===== config.mk =====
export PLATFORM = sky130hd
export DESIGN_NAME = data_mem_ctrl_flat
export DESIGN_NICKNAME = d
export VERILOG_FILES = /design/src/rtl/data_mem_ctrl_if.sv /design/src/rtl/data_mem_ctrl.sv /design/src/flat_wrapper.sv
export SDC_FILE = /design/constraint.sdc
export NUM_CORES = 1
export LEC_CHECK = 0
export ABC_AREA = 0
export CORE_AREA = 2 2 166 168
export CTS_CLUSTER_DIAMETER = 200
export DETAILED_ROUTE_END_ITERATION = 10
export DIE_AREA = 0 0 168 170
export GPL_TIMING_DRIVEN = 0
export PLACE_DENSITY = 0.86
export SETUP_SLACK_MARGIN = 0.4
export SKIP_LAST_GASP = 1
export SYNTH_ARGS = -nofsm -noshare
export SYNTH_HDL_FRONTEND = slang
export SYNTH_SLANG_ARGS = --single-unit

===== constraint.sdc =====
create_clock -name clk -period 5.85 [get_ports clk]
set_input_delay 0.8775 -clock clk [delete_from_list [all_inputs] [get_ports clk]]
set_output_delay 0.8775 -clock clk [all_outputs]
set_load 0.1 [all_outputs]

===== src/rtl/data_mem_ctrl_if.sv =====
// Request/response bundle for the two doubleword requesters of data_mem_ctrl.
// master = requester side, slave = controller side.
interface data_mem_ctrl_if;
    logic        req0_valid;
    logic        req0_ready;
    logic        req0_we;
    logic [63:0] req0_addr;
    logic [63:0] req0_wdata;
    logic        rsp0_valid;
    logic        rsp0_err;
    logic [63:0] rsp0_rdata;

    logic        req1_valid;
    logic        req1_ready;
    logic        req1_we;
    logic [63:0] req1_addr;
    logic [63:0] req1_wdata;
    logic        rsp1_valid;
    logic        rsp1_err;
    logic [63:0] rsp1_rdata;

    modport master (
        output req0_valid, req0_we, req0_addr, req0_wdata,
        output req1_valid, req1_we, req1_addr, req1_wdata,
        input  req0_ready, rsp0_valid, rsp0_err, rsp0_rdata,
        input  req1_ready, rsp1_valid, rsp1_err, rsp1_rdata
    );

    modport slave (
        input  req0_valid, req0_we, req0_addr, req0_wdata,
        input  req1_valid, req1_we, req1_addr, req1_wdata,
        output req0_ready, rsp0_valid, rsp0_err, rsp0_rdata,
        output req1_ready, rsp1_valid, rsp1_err, rsp1_rdata
    );
endinterface


===== src/rtl/data_mem_ctrl.sv =====
// Two-port round-robin arbiter that serialises 64-bit load/store requests
// into eight little-endian byte accesses on a single byte-wide memory port.
module data_mem_ctrl #(
    parameter int unsigned DEPTH  = 16,
    parameter int unsigned ADDR_W = 4
) (
    input  logic              clk,
    input  logic              reset_n,
    data_mem_ctrl_if.slave    bus,
    output logic [ADDR_W-1:0] mem_addr,
    output logic              mem_we,
    output logic [7:0]        mem_wdata,
    input  logic [7:0]        mem_rdata,
    output logic              busy
);

    typedef enum logic [1:0] {IDLE, XFER, RESP} state_t;

    state_t            state_q, state_d;
    logic [2:0]        cnt_q, cnt_d;
    logic              last_grant_q, last_grant_d;
    logic              port_q, port_d;
    logic              we_q, we_d;
    logic              err_q, err_d;
    logic [ADDR_W-1:0] base_q, base_d;
    logic [63:0]       wdata_q, wdata_d;
    logic [63:0]       buf_q, buf_d;
    logic [63:0]       rdata0_q, rdata0_d;
    logic [63:0]       rdata1_q, rdata1_d;

    logic              grant;
    logic              sel_valid;
    logic              sel_we;
    logic [63:0]       sel_addr;
    logic [63:0]       sel_wdata;
    logic              accept;
    logic              out_of_range;

    // On a tie the port that was not served last wins.
    always_comb begin
        if (bus.req0_valid && bus.req1_valid) begin
            grant = ~last_grant_q;
        end else begin
            grant = bus.req1_valid;
        end
        sel_valid    = grant ? bus.req1_valid : bus.req0_valid;
        sel_we       = grant ? bus.req1_we    : bus.req0_we;
        sel_addr     = grant ? bus.req1_addr  : bus.req0_addr;
        sel_wdata    = grant ? bus.req1_wdata : bus.req0_wdata;
        accept       = (state_q == IDLE) && sel_valid;
        out_of_range = sel_addr > 64'(DEPTH - 8);
    end

    always_ff @(posedge clk or negedge reset_n) begin
        if (!reset_n) begin
            state_q      <= IDLE;
            cnt_q        <= '0;
            last_grant_q <= 1'b1;
            port_q       <= 1'b0;
            we_q         <= 1'b0;
            err_q        <= 1'b0;
            base_q       <= '0;
            wdata_q      <= '0;
            buf_q        <= '0;
            rdata0_q     <= '0;
            rdata1_q     <= '0;
        end else begin
            state_q      <= state_d;
            cnt_q        <= cnt_d;
            last_grant_q <= last_grant_d;
            port_q       <= port_d;
            we_q         <= we_d;
            err_q        <= err_d;
            base_q       <= base_d;
            wdata_q      <= wdata_d;
            buf_q        <= buf_d;
            rdata0_q     <= rdata0_d;
            rdata1_q     <= rdata1_d;
        end
    end

    always_comb begin
        state_d = state_q;
        case (state_q)
            IDLE:    if (accept) state_d = out_of_range ? RESP : XFER;
            XFER:    if (cnt_q == 3'd7) state_d = RESP;
            RESP:    state_d = IDLE;
            default: state_d = IDLE;
        endcase
    end

    always_comb begin
        cnt_d        = cnt_q;
        last_grant_d = last_grant_q;
        port_d       = port_q;
        we_d         = we_q;
        err_d        = err_q;
        base_d       = base_q;
        wdata_d      = wdata_q;
        buf_d        = buf_q;
        rdata0_d     = rdata0_q;
        rdata1_d     = rdata1_q;
        if (accept) begin
            port_d       = grant;
            last_grant_d = grant;
            we_d         = sel_we;
            err_d        = out_of_range;
            base_d       = sel_addr[ADDR_W-1:0];
            wdata_d      = sel_wdata;
            cnt_d        = '0;
            if (out_of_range) begin
                if (grant) rdata1_d = '0;
                else       rdata0_d = '0;
            end
        end else if (state_q == XFER) begin
            cnt_d = cnt_q + 3'd1;
            // The last byte lands in the response register on the same edge it is read.
            if (!we_q) begin
                buf_d[{cnt_q, 3'b000} +: 8] = mem_rdata;
                if (cnt_q == 3'd7) begin
                    if (port_q) rdata1_d = buf_d;
                    else        rdata0_d = buf_d;
                end
            end
        end
    end

    always_comb begin
        bus.req0_ready = 1'b0;
        bus.req1_ready = 1'b0;
        bus.rsp0_valid = 1'b0;
        bus.rsp1_valid = 1'b0;
        bus.rsp0_err   = 1'b0;
        bus.rsp1_err   = 1'b0;
        mem_addr       = '0;
        mem_we         = 1'b0;
        mem_wdata      = '0;
        busy           = 1'b0;
        case (state_q)
            IDLE: begin
                // Gated by reset so ready stays low while reset is held.
                bus.req0_ready = reset_n && bus.req0_valid && !grant;
                bus.req1_ready = reset_n && bus.req1_valid && grant;
            end
            XFER: begin
                busy      = 1'b1;
                mem_addr  = base_q + ADDR_W'(cnt_q);
                mem_we    = we_q;
                mem_wdata = wdata_q[{cnt_q, 3'b000} +: 8];
            end
            RESP: begin
                busy = 1'b1;
                if (port_q) begin
                    bus.rsp1_valid = 1'b1;
                    bus.rsp1_err   = err_q;
                end else begin
                    bus.rsp0_valid = 1'b1;
                    bus.rsp0_err   = err_q;
                end
            end
            default: ;
        endcase
    end

    assign bus.rsp0_rdata = rdata0_q;
    assign bus.rsp1_rdata = rdata1_q;

endmodule


===== src/flat_wrapper.sv =====
// flat-port wrapper written by rule: the top's interface ports become plain ports
module data_mem_ctrl_flat 
#(
    parameter int unsigned DEPTH  = 16,
    parameter int unsigned ADDR_W = 4
)
  (clk, reset_n, mem_addr, mem_we, mem_wdata, mem_rdata, busy, bus_req0_valid, bus_req0_we, bus_req0_addr, bus_req0_wdata, bus_req1_valid, bus_req1_we, bus_req1_addr, bus_req1_wdata, bus_req0_ready, bus_rsp0_valid, bus_rsp0_err, bus_rsp0_rdata, bus_req1_ready, bus_rsp1_valid, bus_rsp1_err, bus_rsp1_rdata);
  data_mem_ctrl_if bus_i ();
  input  logic clk;
  input  logic reset_n;
  output logic [ADDR_W-1:0] mem_addr;
  output logic mem_we;
  output logic [7:0] mem_wdata;
  input  logic [7:0] mem_rdata;
  output logic busy;
  input wire logic [$bits(bus_i.req0_valid)-1:0] bus_req0_valid;
  input wire logic [$bits(bus_i.req0_we)-1:0] bus_req0_we;
  input wire logic [$bits(bus_i.req0_addr)-1:0] bus_req0_addr;
  input wire logic [$bits(bus_i.req0_wdata)-1:0] bus_req0_wdata;
  input wire logic [$bits(bus_i.req1_valid)-1:0] bus_req1_valid;
  input wire logic [$bits(bus_i.req1_we)-1:0] bus_req1_we;
  input wire logic [$bits(bus_i.req1_addr)-1:0] bus_req1_addr;
  input wire logic [$bits(bus_i.req1_wdata)-1:0] bus_req1_wdata;
  output wire logic [$bits(bus_i.req0_ready)-1:0] bus_req0_ready;
  output wire logic [$bits(bus_i.rsp0_valid)-1:0] bus_rsp0_valid;
  output wire logic [$bits(bus_i.rsp0_err)-1:0] bus_rsp0_err;
  output wire logic [$bits(bus_i.rsp0_rdata)-1:0] bus_rsp0_rdata;
  output wire logic [$bits(bus_i.req1_ready)-1:0] bus_req1_ready;
  output wire logic [$bits(bus_i.rsp1_valid)-1:0] bus_rsp1_valid;
  output wire logic [$bits(bus_i.rsp1_err)-1:0] bus_rsp1_err;
  output wire logic [$bits(bus_i.rsp1_rdata)-1:0] bus_rsp1_rdata;
  assign bus_i.req0_valid = bus_req0_valid;
  assign bus_i.req0_we = bus_req0_we;
  assign bus_i.req0_addr = bus_req0_addr;
  assign bus_i.req0_wdata = bus_req0_wdata;
  assign bus_i.req1_valid = bus_req1_valid;
  assign bus_i.req1_we = bus_req1_we;
  assign bus_i.req1_addr = bus_req1_addr;
  assign bus_i.req1_wdata = bus_req1_wdata;
  assign bus_req0_ready = bus_i.req0_ready;
  assign bus_rsp0_valid = bus_i.rsp0_valid;
  assign bus_rsp0_err = bus_i.rsp0_err;
  assign bus_rsp0_rdata = bus_i.rsp0_rdata;
  assign bus_req1_ready = bus_i.req1_ready;
  assign bus_rsp1_valid = bus_i.rsp1_valid;
  assign bus_rsp1_err = bus_i.rsp1_err;
  assign bus_rsp1_rdata = bus_i.rsp1_rdata;
  data_mem_ctrl #(.DEPTH(DEPTH), .ADDR_W(ADDR_W)) u_core (.clk(clk), .reset_n(reset_n), .bus(bus_i), .mem_addr(mem_addr), .mem_we(mem_we), .mem_wdata(mem_wdata), .mem_rdata(mem_rdata), .busy(busy));
endmodule

==> key figures, run 1 <==
Status
  • Outcome: completed

Yosys
  • Synth area leaders: dfrtp_1 (50%), a221oi_2 (7.0%), nand2_1 (6.3%)
  • Most instantiated library cell after synthesis: dfrtp_1
  • Net count after synthesis: 1556
  • Share of the synthesized area in the top cell type: 0.497
  • Mean Syn Cell Area: ~11 sq um
  • Mapped Area: around 13000 sq um
  • Synth area leader: dfrtp_1
  • Post-synth EDFFs: 0
  • Yosys cell types: 52
  • Synth top cells by count: dfrtp_1 (268), nand2_1 (228), nor2_1 (140)
  • Mapped Cells: 1275
  • Asr flop ratio synth: 1.00
  • Sequential area share after synthesis: 0.499
  • Yosys warns: 0
  • Top FF cell, synth: dfrtp_1
  • Yosys reg bits: 269

Setup path
  • Reg2reg path depth: 10
  • Critical Path Start Type: input pin
  • Worst path required time: between 4 and 5 ns
  • Kind of critical path: input pin to output port
  • Crit path DAT: 4.18 ns
  • FF-to-FF setup slack: 2.31 ns
  • Reg2reg start: u_core.cnt_q[1]$_DFFE_PN0P_
  • Nature of the critical path endpoint: output port
  • Reg2reg end: u_core.bus.rsp1_rdata[25]$_DFFE_PN0P_
  • CP Max Fanout: 10

Placed design
  • Routability cong.: 0.905
  • Dpl ws: around 0.85 ns
  • PortBufs: 417
  • Hpwl dp: between 30 and 40 mm

Timing
  • Final Setup Violations: 0
  • Skew final: 0.0189 ns
  • Setup_tns: 0 ns
  • Fmax: 0.198 GHz
  • Final Cycle Share: 0.864
  • Slew HR: 0.221
  • Final hold vios: 0
  • Final Max Slew Viols: 0
  • RSZ-0062 raised after global routing: no
  • Hold WS: about 0.23 ns
  • Tmin final: 5.06 ns
  • Slew @ Worst Pin: 1.17 ns
  • Worst setup margin: 0.794 ns

Floorplan
  • Core area: 26700 sq um
  • Die Y: 170 um
  • Die area: 28600 sq um
  • I/O pin total: 418
  • Initial Util: 0.506
  • FP Rows: 60
  • Die Wd: roughly 170 um

Flow run
  • MaxCap Viol Count: 0

Power
  • Pleak: around 8 nW
  • Power per cell area: around 300 nW/um^2
  • Max rail drop VDD: slightly below 0.2 mV
  • Pwr Total: 5.73 mW

Clock network
  • Clock latency on the worst-skew pair: 0.56 ns
  • CTS Hold Bufs: 0
  • Setup bufs post-CTS: 0
  • Clock sink count: roughly 270
  • Clock Tree Buf Depth: 3
  • CTS Root Cell: clkbuf_16
  • H-Tree Depth: 1
  • Inserted Clock Buffers: 28
  • Post-CTS sizing: 0
  • Clk slew on worst S/H paths: 0.06 ns
  • CTS tree: built

Layout
  • Nets: 2005
  • ANT cells: 0
  • Area Growth Syn to Fin: 42.2%
  • Layout Utilization: 0.720
  • Share of layout cells above drive strength 1: 0.137

Route
  • DR vias/cell: 5.95
  • # DRC: 0
  • Drt wl/cell: roughly 22 um
  • Drt total wl: 46.6 mm
  • ANT nets after route: 0
  • Initial DRC count: around 1200
  • Initial DRT Pass Iterations: 5
  • Vias: ~12000

Worst hold path
  • Hold crit path type: input pin to async pin

GRT
  • Vias in the first global route: between 10000 and 15000
  • First-pass GRT wire length: 71.4 mm
  • Global-route total usage across every layer: 0.322
  • Grt ovf: 0
  • Antenna violations before repair: 0
  • Largest net degree at the start of global routing: 127
## flip-flops by register name, indices dropped and copies added, names as in the netlist
| register | cells |
|---|---|
| u_core.last_grant_q | 1 |
| u_core.buf_q | 64 |
| u_core.bus.rsp1_rdata | 64 |
| u_core.state_q | 2 |
| u_core.cnt_q | 3 |
| u_core.wdata_q | 64 |
| u_core.bus.rsp0_rdata | 64 |
| u_core.base_q | 4 |
| u_core.we_q | 1 |
| u_core.port_q | 1 |
| u_core.err_q | 1 |
## routing by layer
layer	global-route usage	part of all wire	vias to the layer above
met2	0.531	0.48	704
met5	0	0	-
met4	0.126	0.036	0
li1	-	-	5540
met1	0.414	0.40	6064
met3	0.0751	0.085	105
## how the worst max path moves through the flow
stage	from	to	cells after the start
5_1_grt	bus_req1_valid	bus_req1_ready	6
6_report	bus_req1_valid	bus_req1_ready	6
3_3_place_gp	reset_n	u_core.wdata_q[59]$_DFFE_PN0P_	1
2_1_floorplan	bus_req1_valid	bus_req0_ready	4
4_1_cts	bus_req1_valid	bus_req1_ready	6
3_5_place_dp	bus_req1_valid	bus_req1_ready	6
## per-stage QoR
step                area (sq um)  instances
finish                     19200       2085
global route               19200       2085
CTS                        19200       2085
detailed placement         18200       2035
global placement           18100       2033
floorplan                  13500       1275
## logic make-up after synthesis
| logic type | Yosys count | synth area share |
|---|---|---|
| simple gates | 443 | 0.138 |
| flops | 269 | 0.499 |
| fa+ha+maj | 11 | 0.0108 |
| compound gates | 285 | 0.182 |
| xor+xnor | 3 | 0.00195 |
| mux | 148 | 0.131 |
| buf+inv | 116 | 0.0372 |
## cell type report
| class | instances | area, sq um |
|---|---|---|
| multi-input combinational | 890 | 6260 |
| fill | 1809 | 7460 |
| inverter | 8 | 30.0 |
| timing repair buffer | 419 | 4230 |
| clock inverter | 18 | 282 |
| buffer | 108 | 472 |
| tap | 341 | 427 |
| clock buffer | 32 | 756 |
| sequential | 269 | 6730 |
## power by group
group	leakage [nW]	switching [mW]	total, mW	internal [mW]
logic	4.05	0.904	1.44	0.540
registers	3.56	0.175	2.29	2.12
clock network	0.511	0.766	2.00	1.23
total	8.12	1.84	5.73	3.89
## layout by cell type, fill, tap and decap left out, types with 64 or more instances in the layout
master / instances
a2bb2oi_1: 64
a31oi_1: 69
clkbuf_1: 70
clkdlybuf4s50_1: 416
dfrtp_1: 268
mux2_2: 66
mux2i_1: 66
nand2_1: 228
nor2_1: 140
o21ai_0: 64
## worst max-delay path: stages
cell and delay [ns]:
clkdlybuf4s50_1 0.54, a21boi_1 0.54, buf_2 0.43, buf_1 0.41
and3_1 0.22, clkdlybuf4s50_1 1.14
No activity file was read; power rests on OpenSTA's default activity.
==> inputs of run 2 (changes only) <==
--- a/config.mk
+++ b/config.mk
@@ -6,12 +6,12 @@
 export NUM_CORES = 1
 export LEC_CHECK = 0
 export ABC_AREA = 0
-export CORE_AREA = 2 2 166 168
+export CORE_AREA = 2 2 173 175
 export CTS_CLUSTER_DIAMETER = 200
 export DETAILED_ROUTE_END_ITERATION = 10
-export DIE_AREA = 0 0 168 170
+export DIE_AREA = 0 0 175 177
 export GPL_TIMING_DRIVEN = 0
-export PLACE_DENSITY = 0.86
+export PLACE_DENSITY = 0.8
 export SETUP_SLACK_MARGIN = 0.4
 export SKIP_LAST_GASP = 1
 export SYNTH_ARGS = -nofsm -noshare
==> constraint.sdc (replaced) <==
create_clock -name clk -period 4.8 [get_ports clk]
set_input_delay 0.72 -clock clk [delete_from_list [all_inputs] [get_ports clk]]
set_output_delay 0.72 -clock clk [all_outputs]
set_load 0.1 [all_outputs]
==> run 2 against run 1 <==
Compared with the run above:
- first-iteration DRC count fell by 16%
- combinational power rose by 21%
- clock skew fell by 0.0073 ns
- via count fell by 1.8%
- sequential power rose by 21%
- design area fell by 0.27%
- critical path depth did not move
- flip-flop and latch count did not move
- worst setup slack got worse by 0.20 ns
- hold slack got worse by 0.14 ns
- highest routed layer is now met5
==> key figures, run 2 (synthesis gave the netlist of run 1 again) <==
Layout
  • Area Growth Syn to Fin: 41.8% (was 42.2%)
  • Fillers: 2269 (was 1809)
  • Finished Layout Cells: 2135 (was 2085)
  • Most frequent cells in the layout: clkdlybuf4s50_1 (404), dfrtp_1 (268), nand2_1 (228), nor2_1 (140), clkbuf_1 (78) (was clkdlybuf4s50_1 (416), dfrtp_1 (268), nand2_1 (228), nor2_1 (140), clkbuf_1 (70))
  • Layout Utilization: 0.655 (was 0.720)
  • ANT cells: 0 (unchanged)
  • Most common cell after layout, fill and taps aside: clkdlybuf4s50_1 (unchanged)
  • Nets: 2006 (was 2005)
  • Share of layout cells above drive strength 1: 0.134 (was 0.137)

Setup path
  • Kind of critical path: flop to output port (was input pin to output port)
  • Crit path DAT: 3.49 ns (was 4.18 ns)
  • Worst path required time: 4.08 ns (was 4.97 ns)
  • Critical Path Start Type: flop (was input pin)
  • CP Max Fanout: 10 (unchanged)
  • Reg2reg end: u_core.bus.rsp1_rdata[40]$_DFFE_PN0P_ (was u_core.bus.rsp1_rdata[25]$_DFFE_PN0P_)
  • Nature of the critical path endpoint: output port (unchanged)
  • FF-to-FF setup slack: 1.22 ns (was 2.31 ns)
  • Reg2reg start: u_core.cnt_q[1]$_DFFE_PN0P_ (unchanged)
  • Reg2reg path depth: 11 (was 10)

Route
  • Drt wl/cell: 21.5 um (was 22.3 um)
  • DR vias/cell: 5.71 (was 5.95)
  • Vias: 12200 (was 12400)
  • Drt total wl: 46.0 mm (was 46.6 mm)
  • Initial DRT Pass Iterations: 5 (unchanged)
  • Met3 wire len: 3.01 mm (was 3.97 mm)
  • Routed length on met2: 22.3 mm (about the same)
  • Top sig layer: met5 (was met4)
  • Met1 Wirelength: 19.4 mm (was 18.6 mm)
  • ANT nets after route: 0 (unchanged)
  • # DRC: 0 (unchanged)
  • Initial DRC count: 984 (was 1166)

Power
  • Pleak: 8.21 nW (was 8.12 nW)
  • Max rail drop VDD: 0.358 mV (was 0.197 mV)
  • Power per cell area: 350 nW/um^2 (was 299 nW/um^2)

Timing
  • Final Max Slew Viols: 0 (unchanged)
  • Worst setup margin: 0.593 ns (was 0.794 ns)
  • Tmin final: 4.21 ns
  • Fmax: about 0.24 GHz
  • Slew HR: 0.264 (was 0.221)
  • Final Cycle Share: 0.877
  • Skew final: 0.0116 ns (was 0.0189 ns)
  • Slew @ Worst Pin: 1.10 ns (was 1.17 ns)
  • RSZ-0062 raised after global routing: no (unchanged)
  • Final Setup Violations: 0 (unchanged)
  • Final hold vios: 0 (unchanged)

Clock network
  • Clock sink count: 269 (unchanged)
  • Clk slew on worst S/H paths: 0.06 ns (about the same)
  • CTS Hold Bufs: 0 (unchanged)
  • CTS Root Cell: clkbuf_16 (unchanged)
  • CTS tree: built (unchanged)
  • Clock Tree Buf Depth: 3 (unchanged)
  • Setup bufs post-CTS: 0 (unchanged)
  • H-Tree Depth: 1 (unchanged)
  • Inserted Clock Buffers: 29 (was 28)
  • Clock latency on the worst-skew pair: 0.55 ns (was 0.56 ns)

Placed design
  • Routability cong.: 0.904 (was 0.905)
  • Placed Cells: 2084 (was 2035)
  • Dpl ws: 0.0179 ns (was 0.849 ns)
  • Hpwl dp: 35.5 mm (was 35.0 mm)
  • PortBufs: 417 (unchanged)

Worst hold path
  • Hold crit path type: input pin to async pin (unchanged)

Floorplan
  • Initial Util: 0.461 (was 0.506)
  • Core area: 29200 sq um (was 26700 sq um)
  • Die area: 31000 sq um (was 28600 sq um)
  • FP Rows: 63 (was 60)
  • Die Y: 177 um (was 170 um)
  • I/O pin total: 418 (unchanged)
  • Die Wd: 175 um (was 168 um)

GRT
  • Global-route total usage across every layer: 0.295 (was 0.322)
  • First-pass GRT wire length: 71.3 mm (was 71.4 mm)
  • Largest net degree at the start of global routing: 114 (was 127)
  • Grt ovf: 0 (unchanged)
  • Vias in the first global route: 12500 (was 12700)
  • Antenna violations before repair: 1 (was 0)

Status
  • Outcome: completed (unchanged)

Flow run
  • MaxCap Viol Count: 0 (unchanged)
==> run 2: cell types whose count changed in the layout (fill, tap and decap cells not counted), sizes merged, moves of 2 or more <==
cell and change:
clkdlybuf4s50 -12, dlymetal6s2s +7, bufinv -6, clkbuf +14
clkinv -5, dlygate4sd2 +2
==> run 2: cell type report <==
| cell class | count | area, sq um | area share |
|---|---|---|---|
| sequential | 269 | 6730 | 0.352 |
| buffer | 108 | 472 | 0.0246 |
| clock buffer | 44 | 852 | 0.0445 |
| timing repair buffer | 419 | 4240 | 0.221 |
| multi-input combinational | 890 | 6260 | 0.327 |
| tap | 390 | 488 | 0.0255 |
| inverter | 8 | 30.0 | 0.00157 |
| clock inverter | 7 | 66.3 | 0.00346 |
==> run 2: metal layers <==
metal	GRT usage	vias up
met5	0	-
met4	0.0868	2
met3	0.0569	85
met2	0.495	514
met1	0.390	6050
li1	-	5543
==> run 2: worst max path at each step <==
| stage | endpoint | cells after the start | from |
|---|---|---|---|
| 6_report | mem_addr[1] | 6 | u_core.cnt_q[1]$_DFFE_PN0P_ |
| 5_1_grt | mem_addr[1] | 6 | u_core.cnt_q[1]$_DFFE_PN0P_ |
| 4_1_cts | bus_req1_ready | 6 | bus_req1_valid |
| 3_5_place_dp | bus_req1_ready | 6 | bus_req1_valid |
| 3_3_place_gp | u_core.wdata_q[54]$_DFFE_PN0P_ | 1 | reset_n |
| 2_1_floorplan | mem_wdata[6] | 5 | u_core.cnt_q[0]$_DFFE_PN0P_ |
==> run 2: what timing repair did <==
action                     4_1_cts  5_1_grt
gates resized for setup          5       12
hold endpoints to repair         0        0
setup endpoints to repair        5       10
==> run 2: critical path: stages (launching register included) <==
cell and delay, ns:
dfrtp_1 0.40, buf_2 0.29, buf_1 0.51, inv_1 0.20, fa_1 0.49, nor2b_1 0.13
clkdlybuf4s15_1 0.91
==> run 2: stage by stage <==
| stage | power, mW | TNS [ns] | hold slack (ns) | instance area, sq um |
|---|---|---|---|---|
| 2_1_floorplan | 3.82 | 0 | 0.424 | 13500 |
| 3_3_place_gp | 4.50 | -2218.59 | 0.487 | 18200 |
| 3_5_place_dp | 4.54 | 0 | 0.494 | 18200 |
| 4_1_cts | 6.70 | 0 | 0.118 | 19100 |
| 5_1_grt | 6.98 | 0 | 0.137 | 19100 |
| 6_report | 6.70 | 0 | 0.0934 | 19100 |
==> run 2: power by group <==
| group | switching (mW) | internal [mW] | leakage [nW] |
|---|---|---|---|
| clock | 0.911 | 1.27 | 0.452 |
| sequential | 0.202 | 2.58 | 3.56 |
| combinational | 1.08 | 0.657 | 4.20 |
| total | 2.19 | 4.51 | 8.21 |
